===== src/rtl/seq_alu.sv =====
// Multi-cycle integer execution unit: ADD/SUB/AND/ADDI in one cycle, SLL/SRL bit-serial, MUL shift-add.
// Ports: clk/rst; in_valid/in_ready + op/a/b/imm request side; out_valid/out_ready + result/carry/ovf/zero/illegal.
// Latency: 1 for single-cycle ops and zero shifts, k+1 for shifts by k (k clamped to W), W+1 for MUL.
module seq_alu #(
  parameter int W     = 16,
  parameter int IMM_W = 8,
  parameter int SH_W  = $clog2(W) + 1
) (
  input  logic             clk,
  input  logic             rst,
  input  logic             in_valid,
  output logic             in_ready,
  input  logic [2:0]       op,
  input  logic [W-1:0]     a,
  input  logic [W-1:0]     b,
  input  logic [IMM_W-1:0] imm,
  output logic             out_valid,
  input  logic             out_ready,
  output logic [W-1:0]     result,
  output logic             carry,
  output logic             ovf,
  output logic             zero,
  output logic             illegal
);

  typedef enum logic [1:0] {IDLE, BUSY, DONE} state_t;

  localparam logic [2:0] OP_ADD  = 3'b000;
  localparam logic [2:0] OP_SUB  = 3'b001;
  localparam logic [2:0] OP_AND  = 3'b010;
  localparam logic [2:0] OP_ADDI = 3'b011;
  localparam logic [2:0] OP_SLL  = 3'b100;
  localparam logic [2:0] OP_SRL  = 3'b101;
  localparam logic [2:0] OP_MUL  = 3'b110;

  localparam logic [SH_W-1:0] W_CNT = SH_W'(W);
  localparam logic [SH_W-1:0] ONE   = SH_W'(1);

  state_t            state_q, state_d;
  logic [2:0]        op_q, op_d;
  logic [SH_W-1:0]   cnt_q, cnt_d;
  // acc holds the shift operand (low W bits) or the 2W-bit MUL partial product.
  logic [2*W-1:0]    acc_q, acc_d;
  logic [2*W-1:0]    mcand_q, mcand_d;
  logic [W-1:0]      mplier_q, mplier_d;
  logic [W-1:0]      result_q, result_d;
  logic              carry_q, carry_d;
  logic              ovf_q, ovf_d;
  logic              zero_q, zero_d;
  logic              illegal_q, illegal_d;

  // Single-cycle arithmetic, evaluated straight from the request inputs.
  logic [W-1:0]      imm_ext;
  logic [W-1:0]      addend;
  logic [W:0]        add_sum;
  logic              add_ovf;
  logic [W-1:0]      sub_dif;
  logic              sub_ovf;
  logic [SH_W-1:0]   sh_raw, sh_k;

  assign imm_ext = W'($signed(imm));
  assign addend  = (op == OP_ADDI) ? imm_ext : b;
  assign add_sum = {1'b0, a} + {1'b0, addend};
  assign add_ovf = (a[W-1] == addend[W-1]) && (add_sum[W-1] != a[W-1]);
  assign sub_dif = a + ~b + W'(1);
  assign sub_ovf = (a[W-1] != b[W-1]) && (sub_dif[W-1] != a[W-1]);
  assign sh_raw  = b[SH_W-1:0];
  assign sh_k    = (sh_raw > W_CNT) ? W_CNT : sh_raw;

  // Per-cycle step values for the iterative ops.
  logic [2*W-1:0]    acc_nxt;
  logic [W-1:0]      sh_nxt;

  assign acc_nxt = acc_q + (mplier_q[0] ? mcand_q : '0);
  assign sh_nxt  = (op_q == OP_SRL) ? (acc_q[W-1:0] >> 1) : (acc_q[W-1:0] << 1);

  // Result and flags are written only when entering DONE, so BUSY leaves
  // the previous result visible.
  logic              fin;
  logic [W-1:0]      fin_res;
  logic              fin_c, fin_v, fin_ill;

  always_comb begin
    state_d   = state_q;
    op_d      = op_q;
    cnt_d     = cnt_q;
    acc_d     = acc_q;
    mcand_d   = mcand_q;
    mplier_d  = mplier_q;
    result_d  = result_q;
    carry_d   = carry_q;
    ovf_d     = ovf_q;
    zero_d    = zero_q;
    illegal_d = illegal_q;
    fin       = 1'b0;
    fin_res   = '0;
    fin_c     = 1'b0;
    fin_v     = 1'b0;
    fin_ill   = 1'b0;

    unique case (state_q)
      IDLE: begin
        if (in_valid) begin
          op_d = op;
          case (op)
            OP_ADD, OP_ADDI: begin
              fin = 1'b1; fin_res = add_sum[W-1:0]; fin_c = add_sum[W]; fin_v = add_ovf;
            end
            OP_SUB: begin
              fin = 1'b1; fin_res = sub_dif; fin_c = (a < b); fin_v = sub_ovf;
            end
            OP_AND: begin
              fin = 1'b1; fin_res = a & b;
            end
            OP_SLL, OP_SRL: begin
              if (sh_k == '0) begin
                fin = 1'b1; fin_res = a;
              end else begin
                acc_d   = {{W{1'b0}}, a};
                cnt_d   = sh_k;
                state_d = BUSY;
              end
            end
            OP_MUL: begin
              acc_d    = '0;
              mcand_d  = {{W{1'b0}}, a};
              mplier_d = b;
              cnt_d    = W_CNT;
              state_d  = BUSY;
            end
            default: begin
              fin = 1'b1; fin_ill = 1'b1;
            end
          endcase
        end
      end
      BUSY: begin
        cnt_d = cnt_q - ONE;
        if (op_q == OP_MUL) begin
          acc_d    = acc_nxt;
          mcand_d  = mcand_q << 1;
          mplier_d = mplier_q >> 1;
        end else begin
          acc_d = {{W{1'b0}}, sh_nxt};
        end
        // The final step is folded into the cycle that leaves BUSY.
        if (cnt_q == ONE) begin
          fin = 1'b1;
          if (op_q == OP_MUL) begin
            fin_res = acc_nxt[W-1:0];
            fin_v   = |acc_nxt[2*W-1:W];
          end else begin
            fin_res = sh_nxt;
          end
        end
      end
      DONE: begin
        if (out_ready) state_d = IDLE;
      end
      default: state_d = IDLE;
    endcase

    if (fin) begin
      state_d   = DONE;
      result_d  = fin_res;
      carry_d   = fin_c;
      ovf_d     = fin_v;
      zero_d    = (fin_res == '0);
      illegal_d = fin_ill;
    end
  end

  always_ff @(posedge clk or posedge rst) begin
    if (rst) begin
      state_q   <= IDLE;
      op_q      <= '0;
      cnt_q     <= '0;
      acc_q     <= '0;
      mcand_q   <= '0;
      mplier_q  <= '0;
      result_q  <= '0;
      carry_q   <= 1'b0;
      ovf_q     <= 1'b0;
      zero_q    <= 1'b0;
      illegal_q <= 1'b0;
    end else begin
      state_q   <= state_d;
      op_q      <= op_d;
      cnt_q     <= cnt_d;
      acc_q     <= acc_d;
      mcand_q   <= mcand_d;
      mplier_q  <= mplier_d;
      result_q  <= result_d;
      carry_q   <= carry_d;
      ovf_q     <= ovf_d;
      zero_q    <= zero_d;
      illegal_q <= illegal_d;
    end
  end

  assign in_ready  = (state_q == IDLE);
  assign out_valid = (state_q == DONE);
  assign result    = result_q;
  assign carry     = carry_q;
  assign ovf       = ovf_q;
  assign zero      = zero_q;
  assign illegal   = illegal_q;

endmodule


===== config.mk =====
export PLATFORM = sky130hd
export DESIGN_NAME = seq_alu
export DESIGN_NICKNAME = d
export VERILOG_FILES = /design/src/rtl/seq_alu.sv
export SDC_FILE = /design/constraint.sdc
export NUM_CORES = 1
export LEC_CHECK = 0
export BUFFER_PORTS_ARGS = -buffer_cell sky130_fd_sc_hd__buf_2
export CAP_MARGIN = 15
export CELL_PAD_IN_SITES_DETAIL_PLACEMENT = 0
export CELL_PAD_IN_SITES_GLOBAL_PLACEMENT = 2
export CORE_ASPECT_RATIO = 1.4
export CORE_UTILIZATION = 41
export CTS_BUF_LIST = sky130_fd_sc_hd__clkbuf_2
export DETAILED_ROUTE_END_ITERATION = 16
export PLACE_DENSITY_LB_ADDON = 0.1
export SLEW_MARGIN = 20
export SYNTH_ARGS = -nofsm -noshare
export SYNTH_HDL_FRONTEND = slang
export SYNTH_SLANG_ARGS = --single-unit

===== constraint.sdc =====
create_clock -name clk -period 11 [get_ports clk]
set_input_delay 1.1 -clock clk [delete_from_list [all_inputs] [get_ports clk]]
set_output_delay 1.1 -clock clk [all_outputs]
set_load 0.02 [all_outputs]

## Word level (Yosys, flattened, before mapping)

Cells that the tools add are included.

| storage, ports and cells | value |
|---|---|
| register bits | 110 |

| operators by class | value |
|---|---|
| add/sub/neg operators | 5 |
| magnitude comparators | 2 |
| equality and inequality tests | 25 |
| muxes and demuxes | 49 |
| bitwise gates (word level) | 2 |
| reductions and logical operators | 15 |

Operators with widths:

| operator | count |
|---|---|
| $mux W32 | 7 |
| $pmux W32 S2 | 3 |
| $mux W16 | 9 |
| $pmux W16 S2 | 2 |
| $pmux W16 S4 | 1 |
| $add A32 B32 Y32 | 1 |
| $pmux W5 S2 | 2 |
| $add A16 B16 Y17 | 1 |
| $add A16 B1 Y16 const B | 1 |
| $add A16 B16 Y16 | 1 |
| $and A16 B16 Y16 | 1 |
| $logic_not A16 Y1 | 1 |
| $lt A16 B16 Y1 | 1 |
| $not A16 Y16 | 1 |
| $reduce_or A16 Y1 | 1 |
| $eq A3 B3 Y1 const B | 5 |
| $mux W5 | 3 |
| $mux W1 | 11 |
| $pmux W1 S2 | 5 |
| $mux W2 | 4 |
| $reduce_and A4 Y1 | 2 |
| $reduce_or A7 Y1 | 1 |
| $eq A3 B2 Y1 const B | 2 |
| $ne A2 B2 Y1 const B | 3 |
| other kinds (24) | 29 |

## Depth between registers and ports, before layout

Gate-level depths: netlist of run 1.

| depth | value |
|---|---|
| depth after elaboration | 9 |
| mapped depth | 20 |
| mapped depth without buffers | 18 |

## Least setup slack after synthesis of run 1

Ideal clock, no wire load.

| path | value |
|---|---|
| kind | input-to-reg |
| start point | input op[1] |
| end point | register zero_q (netlist: zero) |
| arrival time | 5.035 ns |
| data required time | 10.905 ns |
| path slack | 5.870 ns |
| stages | 17 |
| path buffers | 2 |
| cell sequence | clkbuf_1 nand2_1 or2_2 inv_1 clkbuf_1 o21ai_0 ha_1 nor2b_1 a221oi_2 o221ai_1 a221oi_1 a2111oi_0 nor3_1 o2111ai_1 or4_1 or3_1 o31ai_1 |

| on the way | value |
|---|---|
| word-level cells in the longest chain between the ends | 7 |
| elaborated cells between the ends (all ways) | 18 |
| classes of those cells | 1 x add/sub; 6 x eq/ne; 7 x mux; 4 x reduce/logical |

RTL lines:

| what | line | text |
|---|---|---|
| start, declared | 13 | `input logic [2:0] op,` |
| $eq A3 B2 Y1 | 62, 105 |  |
| $mux W16 | 62 | `assign addend = (op == OP_ADDI) ? imm_ext : b;` |
| $add A16 B16 Y17 | 63 | `assign add_sum = {1'b0, a} + {1'b0, addend};` |
| $pmux W16 S4 | 105 | `case (op)` |
| $mux W16 | 103 | `if (in_valid) begin` |
| $pmux W16 S2 | 101 | `unique case (state_q)` |
| $logic_not A16 Y1 | 168 | `zero_d = (fin_res == '0);` |
| end signal, assigned | 196 | `zero_q <= zero_d;` |
| end, declared | 49 | `logic zero_q, zero_d;` |

Several ways; a longest one is shown, not always the timed one.
A chain may end at the register's enable or synchronous reset.

## Final worst setup path of run 1

Ends and elaborated chain as after synthesis.

==> impl_metrics.ini, run 1 <==
[yosys]
synth_nets = 1292
synth_top_area_share = 0.295
async_reset_ff_frac = 1.00
synthMuxAreaShare = 0.0136
ys_seq_area_frac = 0.295
syn_avg_cell_area_um2 = 8.05
synth_top_family_by_area = compound AO/OA/AOI/OAI gates
synthDistinctLibCells = 75
synth_area_leaders = dfrtp_1 (30%), ha_1 (11%), nand2_1 (7.6%), o21ai_0 (4.5%), a21oi_1 (4.5%)
netlist_instances = 1158
ys_warn_count = 0
yosys.area.top_type = dfrtp_1
synthAdderAreaFrac = 0.119
dominantRegCellSynth = dfrtp_1
synth_area_um2 = 9330
synth_compound_area_frac = 0.279
synth_xor_xnor_area_share = 0.0432
synth_seq_cells = 110
synth_edf_count = 0
synth-simple-area-share = 0.210

[timing]
fmax_ghz = 0.206
final_max_slew_viol_count = 0
totalNegativeSetupSlack_ps = 0
fin_crit_sh = 0.442
rsz0062_at_grt = false
finalSetupViolations = 0
relSlewSlack = 0.309
clock_skew_ps = 61.8
tightest_slew_ps = 1030
finalHoldViolCount = 0
fin_crit_ps = 4860

[critical_path]
worstReg2RegEnd = ovf
start_kind = primary input
reg2reg_slack_ps = 6320
crit_fanout = 23
required_ps = 11660
rr_worst_depth = 13
r2r-start = mplier_q[0]
crit_arrival_ps = 5520
endpoint_kind = flop
critPathLaunch = op[1]
crit_type = primary input to flop

[job]
cap_violations = 0

[clock_network]
postCtsResizedCells = 0
insertion_delay_ps = 750
clock-sinks = 110
numCtsBuffers = 9
cts_tree = done
post-cts-setup-buffers = 0
clkTransAtPathRegs_ps = 410
ctsHoldBuffers = 0
cts.path.max_buffers = 2
h-tree-depth = 3
root_buffer = clkbuf_2

[detailed_routing]
drt-total-wl_mm = 34.4
drc = 0
detail-route-antenna-nets = 0
wl_per_cell_um = 23.0
viasPerCell = 5.96
vias = 8914
drtIter0Drc = 524
drtPass1Iterations = 5

[cells_and_area]
finalNetCount = 1327
drive_above_1_share = 0.0977
stdcell_count = 1496
final_cell_mix = nand2_1 (188), dfrtp_1 (110), nor2_1 (85)
num-fill-cells = 2362
areaGrowthSynthToFinish_pct = 8.12
layout_commonest_cell = nand2_1

[floorplan]
die_area_um2 = 23400
die_y_um = 180
fp.dieW_um = 129
start_util = 0.422
num_io_pins = 69
core_um2 = 22100
rows = 64

[outcome]
status = finished, final reports clean

[power_and_ir_drop]
ir_worst_vdd_v = 0.000103
powerDensity_nw_per_um2 = 233
p_leak_nw = 4.69

[place]
dp_cells = 1479
finalWeightedCongestion = 0.899
place_hpwl_mm = 27.1
port_buffers = 68

[hold_path]
worstHoldPathType = primary input to async pin

[global_routing]
grt_max_degree = 72
overflow = 0
grt_pass1_vias = 8863
gr-usage-all-layers = 0.305
grt_pass1_wl_mm = 52.8
grt_antenna_before_repair = 1
## logic make-up (layout without fill, tap and decap cells)
group,after synthesis,count (layout)
AOI/OAI and AO/OA,385,385
xor gates and xnor gates,46,46
adders and majority gates,87,87
buffers and inverters,99,139
DFF,110,110
muxes,12,12
other,0,1
and+or+nand+nor,419,419
## state kept, by name, summed over array words and instances (netlist names)
| signal | count |
|---|---|
| acc_q | 32 |
| mcand_q | 32 |
| mplier_q | 16 |
| result | 16 |
| cnt_q | 5 |
| op_q | 3 |
| state_q | 2 |
| carry | 1 |
| illegal | 1 |
| ovf | 1 |
| zero | 1 |
## power breakdown
group | leakage [nW] | switching, W | total, W | internal [W]
clock | 0.0738 | 0.000174 | 0.000214 | 0.0000397
sequential | 1.37 | 0.000141 | 0.000682 | 0.000541
combinational | 3.25 | 0.000919 | 0.00145 | 0.000532
## cells in the mapped netlist (3+ instances only)
master	instances
or4_1	4
fa_1	3
a211o_1	3
nor2_1	85
and2_1	38
a221oi_1	9
and3_1	10
nand2_1	188
nand4_1	10
clkbuf_1	52
o2111ai_1	3
nand3_1	14
dfrtp_1	110
nor3b_1	5
a2111oi_0	3
o21ai_0	84
a22o_1	28
a221o_1	6
a21oi_1	83
a21o_1	29
xnor2_1	25
a222oi_1	9
inv_1	44
nor3_1	12
mux2_2	5
o211ai_1	10
nand3b_1	6
nor2b_1	15
or3_1	4
a21boi_0	6
a31oi_1	39
o31ai_1	8
o21a_1	5
o221ai_1	7
mux2i_1	7
xor2_1	21
nand4b_1	4
ha_1	84
a22oi_1	22
nand2b_1	10
or2_2	3
## worst max path at each step
stage            to  slack (ps)  cells after the start
2_1_floorplan  zero        5870                     17
3_3_place_gp   zero        5520                     16
3_5_place_dp   zero        5390                     16
4_1_cts        zero        6230                     16
5_1_grt        zero        5750                     16
6_report       zero        6140                     16
## critical path, cell delays in order
cell       delay [ps]
buf_2             180
nand2_1            90
or2_2             280
inv_1             490
o21ai_0           160
ha_1              350
nor2b_1           160
a221oi_2          370
o221ai_1          280
a221oi_1          450
a2111oi_0         170
nor3_1            200
o2111ai_1         170
or4_1             530
or3_1             320
o31ai_1           220
## final cells by class
| cell class | instances | area, um2 | share of cell area |
|---|---|---|---|
| antenna | 1 | 2.50 | 0.000248 |
| clock buffer | 9 | 45.0 | 0.00447 |
| clock inverter | 7 | 90.1 | 0.00894 |
| inverter | 44 | 168 | 0.0166 |
| multi-input combinational | 949 | 6230 | 0.618 |
| sequential | 110 | 2750 | 0.273 |
| tap | 297 | 372 | 0.0369 |
| timing repair buffer | 79 | 423 | 0.0419 |
## per-stage QoR
stage	hold slack (ps)	util	power, W	instance area, um2	worst slack (ps)
after floorplan	455	-	0.00168	9330	5870
after global placement	451	0.450	0.00213	9940	5520
after detailed placement	459	0.450	0.00213	9940	5390
after CTS	282	0.456	0.00235	10100	6230
after global routing	287	0.456	0.00254	10100	5750
final	326	0.456	0.00235	10100	6140
## metal layers
metal	GRT usage	wire (um)	vias up
met5	0	0	-
met4	0.146	1490	0
met3	0.0312	1090	64
met2	0.545	17900	209
met1	0.360	13900	4356
li1	-	-	4285
(Power assumes the default switching activity.)
==> run 2, diff against run 1 <==
--- a/config.mk
+++ b/config.mk
@@ -5,12 +5,13 @@
 export SDC_FILE = /design/constraint.sdc
 export NUM_CORES = 1
 export LEC_CHECK = 0
+export ABC_AREA = 1
 export BUFFER_PORTS_ARGS = -buffer_cell sky130_fd_sc_hd__buf_2
 export CAP_MARGIN = 15
 export CELL_PAD_IN_SITES_DETAIL_PLACEMENT = 0
 export CELL_PAD_IN_SITES_GLOBAL_PLACEMENT = 2
 export CORE_ASPECT_RATIO = 1.4
-export CORE_UTILIZATION = 41
+export CORE_UTILIZATION = 31
 export CTS_BUF_LIST = sky130_fd_sc_hd__clkbuf_2
 export DETAILED_ROUTE_END_ITERATION = 16
 export PLACE_DENSITY_LB_ADDON = 0.1
==> constraint.sdc (replaced) <==
create_clock -name clk -period 4.45 [get_ports clk]
set_input_delay 0.445 -clock clk [delete_from_list [all_inputs] [get_ports clk]]
set_output_delay 0.445 -clock clk [all_outputs]
set_load 0.02 [all_outputs]
==> run 2 against run 1 <==
Net effect: critical path depth up 4; first-iteration DRC count increased by 16%; combinational power increased by 130%; global-route usage shrank 6.3 points; clock power increased by 150%; cell area is 15% higher; total power is 140% higher; synthesized cell count increased by 46%; non-clock buffer count increased by 23; largest power group unchanged.
==> impl_metrics.ini, run 2 <==
[yosys]
synth_area_um2 = 10500
synth_edf_count = 0
synth_nets = 1823
yosys.area.top_type = dfrtp_1
synth_area_leaders = dfrtp_1 (26%), nand2_1 (20%), inv_1 (11%), ha_1 (10%), nand3_1 (7.1%)
netlist_instances = 1689
synthDistinctLibCells = 42
dominantRegCellSynth = dfrtp_1
synth_top_area_share = 0.263
ys_warn_count = 0
synth_seq_cells = 110
yosysMostFrequentCell = nand2_1
async_reset_ff_frac = 1.00
syn_avg_cell_area_um2 = 6.19
synth_common_cells = nand2_1 (563), inv_1 (294), nand3_1 (148)
ys_seq_area_frac = 0.263

[timing]
clock_skew_ps = 24.7
relSlewSlack = 0.315
fin_crit_sh = 0.789
finalHoldViolCount = 0
fmax_ghz = 0.285
tightest_slew_ps = 1030
totalNegativeSetupSlack_ps = 0
finalSetupViolations = 0
fin_crit_ps = 3510
rsz0062_at_grt = false
final_max_slew_viol_count = 0

[critical_path]
r2r-start = mplier_q[0]
crit_fanout = 17
crit_path_end = zero
rr_worst_depth = 18
endpoint_kind = flop
required_ps = 5120
crit_type = primary input to flop
reg2reg_slack_ps = 1040
worstReg2RegEnd = ovf
crit_arrival_ps = 4180
start_kind = primary input
critPathLaunch = op[2]

[clock_network]
h-tree-depth = 3
insertion_delay_ps = 710
post-cts-setup-buffers = 0
root_buffer = clkbuf_2
cts.path.max_buffers = 2
clock-sinks = 110
cts_tree = done
clkTransAtPathRegs_ps = 300
numCtsBuffers = 9

[place]
port_buffers = 68
dp_cells = 2167
place_hpwl_mm = 32.3
finalWeightedCongestion = 0.886

[global_routing]
grt_use_met1 = 0.259
top_usage_layer = met2
use_met3 = 0.0172
grt_pass1_vias = 11100
use_met2 = 0.474
gr-usage-all-layers = 0.242
grt_antenna_before_repair = 1
grt_max_degree = 62
overflow = 0
grt_pass1_wl_mm = 62.1

[cells_and_area]
final_cell_mix = nand2_1 (562), inv_1 (293), nand3_1 (148)
areaGrowthSynthToFinish_pct = 10.9
drive_above_1_share = 0.0682
stdcell_count = 2205
multi_input_area_um2 = 6400
seq_area_um2 = 2750
finalNetCount = 1888
top_regs = acc_q (32), mcand_q (32)
layout_commonest_cell = nand2_1
num-fill-cells = 3804

[hold_path]
worstHoldPathType = primary input to flop

[power_and_ir_drop]
powerDensity_nw_per_um2 = 478
ir_worst_vdd_v = 0.000181
p_leak_nw = 6.53

[floorplan]
die_y_um = 219
core_um2 = 33200
die_area_um2 = 34500
fp.dieW_um = 157
num_io_pins = 69
rows = 79
start_util = 0.315

[detailed_routing]
viasPerCell = 4.83
drc = 0
vias = 10700
detail-route-antenna-nets = 0
drtIter0Drc = 608
drt-total-wl_mm = 39.7
drtPass1Iterations = 5
wl_per_cell_um = 18.0

[job]
cap_violations = 0

[outcome]
status = finished, final reports clean
run 2: critical path, stage by stage:
cell and delay [ps]:
dlygate4sd3_1 530, buf_2 190, inv_1 90, nand3_1 150
inv_1 440, buf_4 210, o21ai_0 80, ha_1 380
or2_2 370, nand3_1 130, nand2_1 80, nand2_1 150
nand3_1 90, nand3_1 140, nand3_1 110, a21oi_1 250
nand3_1 100, nor2_1 130, nand2_1 60, nand2_1 50
run 2: worst min-delay path by stage:
stage,to,slack [ps],from,cells after the start
6_report,mplier_q[14],100,b[14],3
5_1_grt,acc_q[2],30,a[2],3
4_1_cts,mplier_q[14],2,b[14],3
3_5_place_dp,mplier_q[1],470,mplier_q[1],2
3_3_place_gp,mplier_q[1],470,mplier_q[1],2
2_1_floorplan,mplier_q[1],450,mplier_q[1],2
run 2: layout make-up:
class / instances / share of cell area
diodes: 1 / 0.000216
clock inverters: 6 / 0.00582
multi-input cells: 1231 / 0.551
flip-flops and latches: 110 / 0.237
inverters: 300 / 0.0973
repair buffers: 102 / 0.0559
well taps: 445 / 0.0480
clock buffers: 10 / 0.00431
run 2: layer usage:
| metal | part of all wire | up-vias |
|---|---|---|
| li1 | - | 5524 |
| met3 | 0.017 | 59 |
| met4 | 0.041 | 0 |
| met5 | 0 | - |
| met2 | 0.55 | 168 |
| met1 | 0.39 | 4904 |
run 2: what timing repair did:
| item | in CTS | in global routing |
|---|---|---|
| endpoints found under the hold margin | 77 | 0 |
| resized for setup | 0 | 0 |
| hold buffers | 21 | 0 |
run 2: stage by stage:
step	setup WS [ps]	area (um2)	power [W]	hold slack, ps	util
after floorplan	1100	10500	0.00397	449	-
after global placement	671	11300	0.00505	466	0.339
after detailed placement	678	11300	0.00505	472	0.339
after CTS	942	11600	0.00562	2.37	0.349
after global routing	542	11600	0.00616	34.4	0.349
final	941	11600	0.00554	96.0	0.349
run 2: power by group:
part	total, W	leakage [nW]	internal (W)	switching, W
Sequential	0.00162	1.41	0.00134	0.000278
Clock	0.000530	0.0742	0.000137	0.000393
Combinational	0.00340	5.05	0.00107	0.00233
run 2: cells by family (layout without fill, tap and decap cells):
group	after synthesis	in the layout	share of synthesized area
and+or+nand+nor	872	872	0.345
other	0	1	0
AOI/OAI and AO/OA	258	258	0.147
muxes	1	1	0.000957
adders and majority gates	87	87	0.106
xor gates and xnor gates	13	13	0.0109
buffers and inverters	348	418	0.127
DFF	110	110	0.263
==> run 3, diff against run 2 <==
--- a/config.mk
+++ b/config.mk
@@ -5,13 +5,13 @@
 export SDC_FILE = /design/constraint.sdc
 export NUM_CORES = 1
 export LEC_CHECK = 0
-export ABC_AREA = 1
+export ABC_AREA = 0
 export BUFFER_PORTS_ARGS = -buffer_cell sky130_fd_sc_hd__buf_2
 export CAP_MARGIN = 15
 export CELL_PAD_IN_SITES_DETAIL_PLACEMENT = 0
 export CELL_PAD_IN_SITES_GLOBAL_PLACEMENT = 2
 export CORE_ASPECT_RATIO = 1.4
-export CORE_UTILIZATION = 31
+export CORE_UTILIZATION = 38
 export CTS_BUF_LIST = sky130_fd_sc_hd__clkbuf_2
 export DETAILED_ROUTE_END_ITERATION = 16
 export PLACE_DENSITY_LB_ADDON = 0.1
==> constraint.sdc (replaced) <==
create_clock -name clk -period 3.7 [get_ports clk]
set_input_delay 0.37 -clock clk [delete_from_list [all_inputs] [get_ports clk]]
set_output_delay 0.37 -clock clk [all_outputs]
set_load 0.02 [all_outputs]
==> run 3 against run 2 <==
Net effect: the run now ends with negative setup slack left; non-clock buffer count is 265 higher; clock power is 23% higher; critical path depth is 5 lower; register-to-register slack worse by 1200 ps; cell count is 19% lower; global-route usage is 6.2 points higher; die area is 27% lower; worst hold slack worse by 52 ps; critical endpoint unchanged.
==> impl_metrics.ini, run 3 (synthesis results as in run 1) <==
[cells_and_area]
postLayoutCoreUtil = 0.530
layout_commonest_cell = buf_4
drive_above_1_share = 0.285
finalNetCount = 1615
multi_input_area_um2 = 6560
top_regs = acc_q (32), mcand_q (32)
num-fill-cells = 2429
final_cell_mix = buf_4 (271), nand2_1 (186), dfrtp_1 (109)
areaGrowthSynthToFinish_pct = 36.3
seq_area_um2 = 2750
stdcell_count = 1797

[timing]
rsz0062_at_grt = true
totalNegativeSetupSlack_ps = -320
fin_crit_sh = 1.04
fin_crit_ps = 3860
holdWs_ps = 43.9
final.setup.worst_slack_ps = -161
final_max_slew_viol_count = 0
relSlewSlack = 0.288
clock_skew_ps = 55.5
finalSetupViolations = 2
finalHoldViolCount = 0
tightest_slew_ps = 1060
fmax_ghz = 0.259

[place]
finalWeightedCongestion = 0.934
dp_cells = 1739
port_buffers = 68
place_hpwl_mm = 29.9

[critical_path]
start_kind = flop
crit_fanout = 5
rr_worst_depth = 15
crit_arrival_ps = 4530
critPathLaunch = mplier_q[0]
endpoint_kind = flop
required_ps = 4370
crit_type = flop to flop
r2r-start = mplier_q[0]

[floorplan]
start_util = 0.389
die_area_um2 = 25200
die_y_um = 187
core_um2 = 24000
num_io_pins = 69
fp.dieW_um = 134
rows = 67

[clock_network]
numCtsBuffers = 9
insertion_delay_ps = 730
clock-sinks = 110
root_buffer = clkbuf_2
cts_tree = done
clkTransAtPathRegs_ps = 350
h-tree-depth = 3
cts.path.max_buffers = 2

[power_and_ir_drop]
p_leak_nw = 6.17
powerDensity_nw_per_um2 = 684
ir_worst_vdd_v = 0.000409

[detailed_routing]
wl_per_cell_um = 20.9
drc = 0
vias = 9988
drt-total-wl_mm = 37.6
detail-route-antenna-nets = 0
drtIter0Drc = 579
drtPass1Iterations = 7
viasPerCell = 5.56

[global_routing]
grt_antenna_before_repair = 1
overflow = 0
grt_max_degree = 57
grt_pass1_vias = 9994
gr-usage-all-layers = 0.304
grt_pass1_wl_mm = 57.4

[outcome]
violations = negative setup slack
status = finished, violations left

[hold_path]
worstHoldPathType = primary input to flop
min_delay_path_depth = 4
min_from = a[9]

[job]
cap_violations = 0
run 3: cell types whose count changed in the layout (fill, tap and decap cells not counted), sizes merged, moves of 25 or more:
cell and delta:
a31oi +35, inv -255, a21o +28, nand2 -376
nand3 -137, a22o +28, and2 +35, buf +261
nor2 -25
run 3: final cells by class:
cell class                 count  share of cell area
clock buffer                   9             0.00354
multi-input combinational    949               0.516
tap                          310              0.0305
timing repair buffer         367               0.213
sequential                   110               0.217
clock inverter                 7             0.00630
antenna                        1            0.000197
inverter                      44              0.0134
run 3: worst paths after layout:
check                               to  slack, ps
max reg2reg                       zero       -160
min                           acc_q[9]         40
min reg2reg                 result[12]        510
max in group asynchronous  mcand_q[10]       2620
max                               zero       -160
min in group asynchronous   mcand_q[4]        240
run 3: worst max-delay path, stage by stage, from the launching register on:
cell      delay (ps)
dfrtp_2          500
buf_12           150
and2_4           140
ha_4             160
fa_2             350
a21o_1           200
a221o_1          410
a32oi_2          250
nand2_1          150
buf_4            160
xor2_1           160
o211ai_1         240
o211a_1          260
nand4_1          150
or3_1            340
o31ai_1          210
run 3: power breakdown:
part,switching (W),internal [W]
registers,0.000381,0.00161
logic,0.00323,0.00282
clock network,0.000485,0.000167
run 3: per-layer routing:
layer  up-vias  wire (um)  GRT usage
met4         0       2360      0.177
met5         -          0          0
met1      4778      14500      0.339
met3        85       1230     0.0320
met2       258      19500      0.553
li1       4867          -          -
run 3: per-stage QoR:
stage | setup WS (ps) | total power, W | area, um2
final | -161 | 0.00869 | 12700
after global placement | -284 | 0.00746 | 11900
after CTS | -157 | 0.00861 | 12600
after floorplan | -55.2 | 0.00509 | 9460
after global routing | -321 | 0.00938 | 12700
after detailed placement | -381 | 0.00750 | 11900
run 3: what timing repair did:
item	in CTS	in global routing
hold buffers	22	2
pin swaps	13	7
setup endpoints to repair	2	2
hold endpoints to repair	79	2
buffers inserted	14	2
gates cloned	1	0
resized for setup	42	11
